[config.mk]
export PLATFORM = sky130hd
export DESIGN_NAME = config_commit_register_bank_flat
export DESIGN_NICKNAME = d
export VERILOG_FILES = /design/src/rtl/config_commit_register_bank_pkg.sv /design/src/rtl/config_commit_register_bank_if.sv /design/src/rtl/config_read_port.sv /design/src/rtl/config_commit_register_bank.sv /design/src/flat_wrapper.sv
export SDC_FILE = /design/constraint.sdc
export NUM_CORES = 1
export LEC_CHECK = 0
export ABC_AREA = 1
export BUFFER_PORTS_ARGS = -buffer_cell sky130_fd_sc_hd__buf_2
export CORE_ASPECT_RATIO = 1.5
export CORE_UTILIZATION = 55
export CTS_BUF_LIST = sky130_fd_sc_hd__clkbuf_16
export DETAILED_ROUTE_END_ITERATION = 7
export GPL_TIMING_DRIVEN = 0
export PLACE_DENSITY_LB_ADDON = 0.3
export SLEW_MARGIN = 20
export SYNTH_ARGS = -nofsm -noshare
export SYNTH_HDL_FRONTEND = slang
export SYNTH_HIERARCHICAL = 1
export SYNTH_SLANG_ARGS = --single-unit
[constraint.sdc]
create_clock -name clk -period 1.5 [get_ports clk]
set_input_delay 0.3 -clock clk [delete_from_list [all_inputs] [get_ports clk]]
set_output_delay 0.3 -clock clk [all_outputs]
set_load 0.01 [all_outputs]
[src/rtl/config_commit_register_bank_pkg.sv]
// config_commit_register_bank_pkg: shared config address width, CTRL/STATUS bit layout and status packer
package config_commit_register_bank_pkg;
  localparam int CFG_ADDR_W = 16;
  localparam int CFG_STATUS_VALID_BIT = 0;
  localparam int CFG_STATUS_OVERFLOW_BIT = 1;
  localparam int CFG_STATUS_COUNT_LSB = 8;
  localparam int CFG_STATUS_COUNT_MSB = 15;
  localparam int CFG_STATUS_NREGS_LSB = 32;
  localparam int CFG_CTRL_COMMIT_BIT = 0;
  localparam int CFG_CTRL_CLEAR_OVF_BIT = 1;
  function automatic logic [63:0] cfg_status(input logic valid, input logic ovf, input logic [7:0] count,
                                             input logic [31:0] nregs);
    cfg_status = '0;
    cfg_status[CFG_STATUS_VALID_BIT] = valid;
    cfg_status[CFG_STATUS_OVERFLOW_BIT] = ovf;
    cfg_status[CFG_STATUS_COUNT_MSB:CFG_STATUS_COUNT_LSB] = count;
    cfg_status[63:CFG_STATUS_NREGS_LSB] = nregs;
  endfunction
endpackage

[src/rtl/config_commit_register_bank_if.sv]
// config interfaces: local-address write channel and read request/response channel
interface write_config_i;
  logic                                                valid;
  logic [config_commit_register_bank_pkg::CFG_ADDR_W-1:0] addr;
  logic [63:0]                                         data;
  modport s (input valid, addr, data);
  modport m (output valid, addr, data);
endinterface

interface read_config_i;
  logic [config_commit_register_bank_pkg::CFG_ADDR_W-1:0] read_addr;
  logic                                                read_valid;
  logic                                                read_ready;
  logic [63:0]                                         resp_data;
  logic                                                resp_error;
  logic                                                resp_valid;
  logic                                                resp_ready;
  modport s (input read_addr, read_valid, resp_ready, output read_ready, resp_data, resp_error, resp_valid);
  modport m (output read_addr, read_valid, resp_ready, input read_ready, resp_data, resp_error, resp_valid);
endinterface

[src/rtl/config_read_port.sv]
// config_read_port: IDLE/RESP read handshake holding one captured lookup result until consumed
module config_read_port (
  input logic        clk,
  input logic        rst_n,
  read_config_i.s    read_config,
  input logic [63:0] lookup_data_i,
  input logic        lookup_err_i
);
  localparam logic IDLE = 1'b0;
  localparam logic RESP = 1'b1;
  logic        state_q, state_d;
  logic [63:0] data_q, data_d;
  logic        err_q, err_d;
  logic        accept;
  assign accept = state_q == IDLE && read_config.read_valid;
  // capture the lookup on accept and hold it until the response is taken
  always_comb begin
    state_d = accept ? RESP : (state_q == RESP && read_config.resp_ready) ? IDLE : state_q;
    data_d = accept ? (lookup_err_i ? '0 : lookup_data_i) : data_q;
    err_d = accept ? lookup_err_i : err_q;
  end
  // response state and holding register
  always_ff @(posedge clk or negedge rst_n) begin
    if (!rst_n) begin
      state_q <= IDLE;
      data_q <= '0;
      err_q <= 1'b0;
    end else begin
      state_q <= state_d;
      data_q <= data_d;
      err_q <= err_d;
    end
  end
  assign read_config.read_ready = state_q == IDLE;
  assign read_config.resp_valid = state_q == RESP;
  assign read_config.resp_data = data_q;
  assign read_config.resp_error = err_q;
endmodule

[src/rtl/config_commit_register_bank.sv]
// config_commit_register_bank: shadow registers with atomic commit into a valid/ready snapshot plus readback
module config_commit_register_bank
  import config_commit_register_bank_pkg::*;
#(
  parameter int NUM_REGS = 4
) (
  input  logic                     clk,
  input  logic                     rst_n,
  write_config_i.s                 write_config,
  read_config_i.s                  read_config,
  output logic [NUM_REGS-1:0][63:0] cfg_data,
  output logic                     cfg_valid,
  input  logic                     cfg_ready
);
  localparam int IW = NUM_REGS > 1 ? $clog2(NUM_REGS) : 1;
  localparam logic [CFG_ADDR_W-1:0] CTRL_ADDR = CFG_ADDR_W'(NUM_REGS);
  logic [NUM_REGS-1:0][63:0] shadow_q, shadow_d, cfg_data_q, cfg_data_d;
  logic                      cfg_valid_q, cfg_valid_d, ovf_q, ovf_d;
  logic [7:0]                count_q, count_d;
  logic                      wr_data, wr_ctrl, commit, clr, load, drop;
  logic [CFG_ADDR_W-1:0]     rd_addr;
  logic [63:0]               status, rd_data;
  assign wr_data = write_config.valid && write_config.addr < CTRL_ADDR;
  assign wr_ctrl = write_config.valid && write_config.addr == CTRL_ADDR;
  assign commit = wr_ctrl && write_config.data[CFG_CTRL_COMMIT_BIT];
  assign clr = wr_ctrl && write_config.data[CFG_CTRL_CLEAR_OVF_BIT];
  assign load = commit && (!cfg_valid_q || cfg_ready);
  assign drop = commit && cfg_valid_q && !cfg_ready;
  // shadow update, snapshot/handshake, commit counter and sticky overflow
  always_comb begin
    shadow_d = shadow_q;
    for (int i = 0; i < NUM_REGS; i++)
      if (wr_data && write_config.addr == CFG_ADDR_W'(i)) shadow_d[i] = write_config.data;
    cfg_data_d = load ? shadow_q : cfg_data_q;
    cfg_valid_d = load ? 1'b1 : (cfg_valid_q && cfg_ready) ? 1'b0 : cfg_valid_q;
    count_d = load ? count_q + 8'd1 : count_q;
    ovf_d = drop || (ovf_q && !clr);
  end
  // bank state
  always_ff @(posedge clk or negedge rst_n) begin
    if (!rst_n) begin
      shadow_q <= '0;
      cfg_data_q <= '0;
      cfg_valid_q <= 1'b0;
      count_q <= '0;
      ovf_q <= 1'b0;
    end else begin
      shadow_q <= shadow_d;
      cfg_data_q <= cfg_data_d;
      cfg_valid_q <= cfg_valid_d;
      count_q <= count_d;
      ovf_q <= ovf_d;
    end
  end
  assign status = cfg_status(cfg_valid_q, ovf_q, count_q, 32'(NUM_REGS));
  assign rd_addr = read_config.read_addr;
  assign rd_data = rd_addr < CTRL_ADDR ? shadow_q[rd_addr[IW-1:0]] : rd_addr == CTRL_ADDR ? status : '0;
  config_read_port u_read_port (
    .clk          (clk),
    .rst_n        (rst_n),
    .read_config  (read_config),
    .lookup_data_i(rd_data),
    .lookup_err_i (rd_addr > CTRL_ADDR)
  );
  assign cfg_data = cfg_data_q;
  assign cfg_valid = cfg_valid_q;
endmodule

[src/flat_wrapper.sv]
// flat-port wrapper written by rule: the top's interface ports become plain ports
module config_commit_register_bank_flat import config_commit_register_bank_pkg::*;
#(
  parameter int NUM_REGS = 4
)
  (clk, rst_n, cfg_data, cfg_valid, cfg_ready, write_config_valid, write_config_addr, write_config_data, read_config_read_addr, read_config_read_valid, read_config_resp_ready, read_config_read_ready, read_config_resp_data, read_config_resp_error, read_config_resp_valid);
  write_config_i write_config_i ();
  read_config_i read_config_i ();
  input  logic clk;
  input  logic rst_n;
  output logic [NUM_REGS-1:0][63:0] cfg_data;
  output logic cfg_valid;
  input  logic cfg_ready;
  input wire logic [$bits(write_config_i.valid)-1:0] write_config_valid;
  input wire logic [$bits(write_config_i.addr)-1:0] write_config_addr;
  input wire logic [$bits(write_config_i.data)-1:0] write_config_data;
  input wire logic [$bits(read_config_i.read_addr)-1:0] read_config_read_addr;
  input wire logic [$bits(read_config_i.read_valid)-1:0] read_config_read_valid;
  input wire logic [$bits(read_config_i.resp_ready)-1:0] read_config_resp_ready;
  output wire logic [$bits(read_config_i.read_ready)-1:0] read_config_read_ready;
  output wire logic [$bits(read_config_i.resp_data)-1:0] read_config_resp_data;
  output wire logic [$bits(read_config_i.resp_error)-1:0] read_config_resp_error;
  output wire logic [$bits(read_config_i.resp_valid)-1:0] read_config_resp_valid;
  assign write_config_i.valid = write_config_valid;
  assign write_config_i.addr = write_config_addr;
  assign write_config_i.data = write_config_data;
  assign read_config_i.read_addr = read_config_read_addr;
  assign read_config_i.read_valid = read_config_read_valid;
  assign read_config_i.resp_ready = read_config_resp_ready;
  assign read_config_read_ready = read_config_i.read_ready;
  assign read_config_resp_data = read_config_i.resp_data;
  assign read_config_resp_error = read_config_i.resp_error;
  assign read_config_resp_valid = read_config_i.resp_valid;
  config_commit_register_bank #(.NUM_REGS(NUM_REGS)) u_core (.clk(clk), .rst_n(rst_n), .write_config(write_config_i), .read_config(read_config_i), .cfg_data(cfg_data), .cfg_valid(cfg_valid), .cfg_ready(cfg_ready));
endmodule
Word-level counts from Yosys, hierarchy flattened
Cells that the tools add are included.
{"block": "classes", "n_addsub": 1, "order_cmp": 4, "n_eq_ne": 5, "mux": 9, "n_bitwise": 1, "n_reduce_logical": 23}
{"cell": "$mux 64", "n": 3}
{"cell": "$bmux 64 s2", "n": 1}
{"cell": "$mux 35", "n": 1}
{"cell": "$eq 16x2->1 const B", "n": 2}
{"cell": "$eq 16x3->1 const B", "n": 2}
{"cell": "$lt 16x3->1 const B", "n": 2}
{"cell": "$eq 16x1->1 const B", "n": 1}
{"cell": "$gt 16x3->1 const B", "n": 1}
{"cell": "$logic_not 16->1", "n": 1}
{"cell": "$logic_and 1x1->1", "n": 15}
{"cell": "$add 8x1->8 const B", "n": 1}
{"cell": "$mux 1", "n": 4}
{"cell": "$reduce_bool 2->1", "n": 2}
{"cell": "$logic_not 1->1", "n": 3}
{"cell": "$lt 2x3->1 const B", "n": 1}
{"cell": "$logic_or 1x1->1", "n": 2}
{"cell": "$not 1->1", "n": 1}
{"block": "word_totals", "ff_bits": 588, "input_bits": 102, "elab_cells": 57}

Longest topological paths before layout
{"block": "depth", "word_depth": 6, "mapped_depth": 13}

Cells and area by module
The synthesis kept the hierarchy.
{"mod": "config_commit_register_bank", "n_inst": 1, "cells_per_inst": 2606, "area_per_inst_um2": 21936.0}
{"mod": "config_read_port", "n_inst": 1, "cells_per_inst": 415, "area_per_inst_um2": 3011.6}

Worst setup path after synthesis
No wires, ideal clock.
{"block": "synth_timing", "path_type": "input to register", "from": "in read_config_read_addr[13]", "to": "reg u_core.u_read_port.data_q[10] (netlist: u_core/u_read_port/read_config.resp_data[10])", "setup_time_ns": 0.066, "t_arrival_ns": 1.534, "required_time_ns": 1.434, "path_slack_ns": -0.099, "path_stages": 11, "path_buffers": 2, "path_cell_list": "nor2_1 nand2_1 nor2_1 nand2_1 nand2_1 inv_1 buf_2 buf_2 nor2_1 nand2_1 nand2_1"}
{"block": "synth_via", "elab_chain_cells": 4, "elab_cells_between_ends": 6, "cone_classes": "order compare: 2; eq/ne: 1; mux: 3"}
{"item": "start, declared", "line_no": "flat_wrapper.sv:17", "text": "input wire logic [$bits(read_config_i.read_addr)-1:0] read_config_read_addr;"}
{"item": "parallel branches: the longest is 3 deep, another holds $lt 16x3->1"}
{"item": "$mux 64 (*)", "line_no": "config_read_port.sv:19", "text": "data_d = accept ? (lookup_err_i ? '0 : lookup_data_i) : data_q;"}
{"item": "end signal, assigned", "line_no": "config_read_port.sv:30", "text": "data_q <= data_d;"}
{"item": "end, declared", "line_no": "config_read_port.sv:12", "text": "logic [63:0] data_q, data_d;"}
Every way passes the cells marked *.
A chain may end at the register's enable or synchronous reset.

Worst setup path in the final report
{"block": "layout_timing", "from": "reg u_core.cfg_valid_q (netlist: u_core/cfg_valid)", "to": "out cfg_valid"}
{"item": "start, declared", "line_no": "config_commit_register_bank.sv:18", "text": "logic cfg_valid_q, cfg_valid_d, ovf_q, ovf_d;"}
{"item": "start signal, assigned", "line_no": "config_commit_register_bank.sv:50", "text": "cfg_valid_q <= cfg_valid_d;"}
{"item": "end, declared", "line_no": "flat_wrapper.sv:12", "text": "output logic cfg_valid;"}
No word-level cell between the ends.

==> reports/qor.log <==
INFO  power          internal_power=23.86mW
INFO  route          postRouteWirelength=82,760um
INFO  route          drc=0
INFO  status         run_status=finished with violations
INFO  floorplan      dieHeight=262.8um
INFO  floorplan      starting_density_of_the_core=55.67%
INFO  power          sw_frac_of_total=22.87%
INFO  clock_tree     maximum_count_of_clock_buffers_along_a_single_path=3
INFO  setup_path     cp_cell_sequence=buf_4 > buf_2
INFO  power          sequential_group_share_of_total_power=51.3%
INFO  timing         achievable-frequency=647.7MHz
INFO  route          routed_antenna_nets=0
INFO  timing         setup_violations=14
INFO  setup_path     worstPathRequired=1200ps
INFO  route          met2RoutedLength=40,520um
INFO  synth          netlist-cell-type-count=26
INFO  timing         rsz_0062_raised_after_global_routing=yes
INFO  place          io_buffers=424
INFO  finish         final_net_count=3,640
INFO  setup_path     worst-endpoint-arrival=1240ps
INFO  finish         most_common_library_cell_in_the_layout_ignoring_fill_and_taps=sky130_fd_sc_hd__nand2_1
INFO  finish         post_layout_nonfiller_instances=4,161
INFO  route          via_count=23.18k
INFO  clock_tree     cts.htree.levels=2
INFO  clock_tree     clock_tree_from_tritoncts=built
INFO  setup_path     setup_crit_start_kind=flip-flop
INFO  power          max-vdd-ir-drop=0.8209mV
INFO  floorplan      rows=95
INFO  power          combPwrFrac=4.8%
INFO  timing         slew_viol_final=0
INFO  synth          syn_area_per_cell=8.258squm
INFO  clock_tree     cts.sink_count=588
INFO  finish         drive_above_1_share=21.35%
INFO  place          place_worst_setup_slack=-1271ps
INFO  global_route   largest_net_degree_at_the_start_of_global_routing=106
INFO  timing         hold_viol=86
INFO  floorplan      floorplan.io_pins=426
INFO  setup_path     critical-path-top-delay-family=flip-flops
INFO  timing         final_period_minus_worst_setup_slack=1544ps
INFO  floorplan      die_width=175.9um
INFO  timing         share_of_the_cycle_needed_by_the_critical_path_after_routing=102.9%
INFO  synth          synth.top_cell.area_share=58.98%
INFO  power          power_switching=7.077mW
INFO  clock_tree     worstSkewPairLatency=590ps
INFO  clock_tree     numCtsBuffers=52
INFO  timing         finalHoldWorstSlack=-260.1ps
INFO  route          detail_route.wl_per_cell=19.89um
INFO  power          power.static_leakage=17.10nW
INFO  route          dr_wl_met3=7163um
INFO  route          drt_iter0_markers=2,334
INFO  synth          seq_cells_post_synth=588
INFO  route          viasPerCell=5.571
INFO  worst_hold_path min-delay-path-class=input pin to asynchronous set/reset pin
INFO  global_route   global_route.overflow_total=0
INFO  status         violations=hold timing, setup timing
INFO  synth          ys.warnings.count=6
INFO  global_route   grt_pass1_vias=22.53k
INFO  place          placed_area=27,990squm
INFO  flow_run       maxCapViolations=0
INFO  finish         layout.cell_area.non_filler=30,810squm
INFO  setup_path     critical-path-slowest-cell=sky130_fd_sc_hd__dfrtp_1
INFO  power          design_power_total=30.94mW
INFO  route          first_pass_iters=6
INFO  setup_path     timing.critical_path.buf_inv=2
INFO  setup_path     reg2reg_setup_slack=-20ps
INFO  setup_path     capturing_element_type_of_the_critical_path=primary output
INFO  synth          netlist.top_cell.by_area=sky130_fd_sc_hd__dfrtp_1
INFO  floorplan      floorplan.die_area=46,230squm
INFO  timing         finalClockSkew=19.41ps
INFO  global_route   grt_pass1_wl=122,900um
INFO  setup_path     cpPeakStageDelay=390ps
INFO  synth          synth_area=24,950squm
INFO  finish         final_cell_mix=sky130_fd_sc_hd__nand2_1, sky130_fd_sc_hd__dfrtp_1, sky130_fd_sc_hd__buf_2
INFO  setup_path     critical_path_class=flip-flop to primary output
INFO  clock_tree     cts_hold_repair.buffers=1
INFO  synth          synth_sequential_area_ratio=58.98%
INFO  place          total_instance_count_after_detailed_placement=4,033
INFO  finish         fillers=3,506
INFO  synth          post_synth_net_total=3,124
INFO  timing         normalized_max_slew_margin=43.93%
INFO  timing         final.setup.worst_slack=-43.90ps
INFO  timing         worst-slew-pin-transition=841.1ps
INFO  global_route   grt.total_usage=34.64%
INFO  route          route.top_layer_used=met4
INFO  power          power_per_cell_area=1004nW/um^2
INFO  setup_path     critPathMaxFanout=2
INFO  finish         syn2layout_area_growth=23.51%
INFO  power          pwr-share-clk=43.9%
INFO  clock_tree     clk_transition_reported_paths=60ps
INFO  clock_tree     clockRootBuffer=sky130_fd_sc_hd__clkbuf_16
INFO  synth          synthesis.instances=3,021
INFO  synth          yosys-top-cells-area=sky130_fd_sc_hd__dfrtp_1, sky130_fd_sc_hd__nand2_1, sky130_fd_sc_hd__o21ai_0, sky130_fd_sc_hd__nor2_1, sky130_fd_sc_hd__inv_1
INFO  route          met1_length=29,530um
INFO  place          gp_congestion=0.9313
INFO  global_route   grt_antenna_before_repair=0
INFO  place          dpl.hpwl=57,210um
INFO  floorplan      floorplan.core_area=44,810squm
==> final timing paths <==
| kind | from | to | cells after the start |
|---|---|---|---|
| max | u_core/cfg_valid | cfg_valid | 2 |
| min | rst_n | u_core/u_read_port/read_config.resp_data[41] | 1 |
| max reg2reg | u_core/cfg_valid | u_core/cfg_data[123] | 9 |
| min reg2reg | u_core/cfg_data[244] | u_core/cfg_data[244] | 2 |
| max in group asynchronous | rst_n | u_core/shadow_q[4] | 3 |
| min in group clk | write_config_data[33] | u_core/shadow_q[33] | 3 |
==> Yosys cell counts <==
| cell type | count |
|---|---|
| sky130_fd_sc_hd__nand2_1 | 1304 |
| sky130_fd_sc_hd__dfrtp_1 | 588 |
| sky130_fd_sc_hd__o21ai_0 | 340 |
| sky130_fd_sc_hd__nor2_1 | 308 |
| sky130_fd_sc_hd__inv_1 | 143 |
| sky130_fd_sc_hd__clkbuf_1 | 86 |
| sky130_fd_sc_hd__a21oi_1 | 53 |
| sky130_fd_sc_hd__o21ai_1 | 36 |
| sky130_fd_sc_hd__buf_2 | 34 |
| sky130_fd_sc_hd__buf_6 | 31 |
| sky130_fd_sc_hd__buf_4 | 29 |
| sky130_fd_sc_hd__nand3_1 | 27 |
| sky130_fd_sc_hd__nand4_1 | 10 |
| sky130_fd_sc_hd__o22ai_1 | 7 |
| sky130_fd_sc_hd__inv_2 | 5 |
| sky130_fd_sc_hd__nor2_4 | 3 |
| sky130_fd_sc_hd__nor3_1 | 3 |
| sky130_fd_sc_hd__o22a_1 | 3 |
| sky130_fd_sc_hd__xor2_1 | 3 |
| sky130_fd_sc_hd__buf_1 | 2 |
| sky130_fd_sc_hd__clkinv_1 | 1 |
| sky130_fd_sc_hd__ha_1 | 1 |
| sky130_fd_sc_hd__nand2_2 | 1 |
| sky130_fd_sc_hd__nand4_4 | 1 |
| sky130_fd_sc_hd__nor2_2 | 1 |
| sky130_fd_sc_hd__nor2_8 | 1 |
==> state kept, by name, summed over array words and instances, names as in the netlist <==
signal / cells
u_core/shadow_q: 256
u_core/u_read_port/read_config.resp_error: 1
u_core/ovf_q: 1
u_core/u_read_port/read_config.resp_valid: 1
u_core/u_read_port/read_config.resp_data: 64
u_core/cfg_data: 256
u_core/count_q: 8
u_core/cfg_valid: 1
==> cell type report <==
type	count	area [sq um]	area share, %
antenna	1	2.502	0.008121
inverter	149	564.3	1.831
timing repair buffer	464	2865	9.299
buffer	180	1310	4.251
clock buffer	53	1326	4.304
sequential	588	14710	47.75
clock inverter	42	371.6	1.206
multi-input combinational	2102	8931	28.98
tap	582	728.2	2.363
==> logic make-up (layout without fill, tap and decap cells) <==
logic type	count (synthesis)	count (layout)	synth area share [%]
AND/OR/NAND/NOR	1659	1659	25.46
XOR/XNOR	3	3	0.1053
other	0	1	0
buffers and inverters	331	888	6.520
flip-flops	588	588	58.98
adder cells (fa/ha/maj)	1	1	0.05014
AO/OA/AOI/OAI	439	439	8.887
==> metrics by stage <==
stage | setup TNS (ps) | utilization (%)
after floorplan | 0 | -
after global placement | -7048480 | 62.07
after detailed placement | -395530 | 62.46
after CTS | -70.14 | 66.95
after global routing | -3810 | 68.76
final | -126.6 | 68.76
==> power by group through the flow <==
stage	sequential (mW)	clock [mW]	combinational [mW]
6_report	15.9	13.6	1.47
3_5_place_dp	16.2	0	1.42
2_1_floorplan	16.2	0	0.561
5_1_grt	15.9	14.3	1.61
3_3_place_gp	16.2	0	1.34
4_1_cts	15.9	13.7	1.45
==> layer usage <==
metal / vias to the layer above / GRT usage (%)
met3: 314 / 5.150
met5: - / 0
met4: 0 / 20.14
met2: 1352 / 58.00
li1: 10420 / -
met1: 11100 / 42.50
==> timing repair <==
item / 4_1_cts / 5_1_grt
endpoints found under the setup margin: 511 / 475
gates cloned: 2 / 14
gates resized for setup: 49 / 186
pin swaps: 5 / 30
setup buffers: 12 / 5
hold endpoints to repair: 87 / 86
Power figures use the tool's default switching activity.
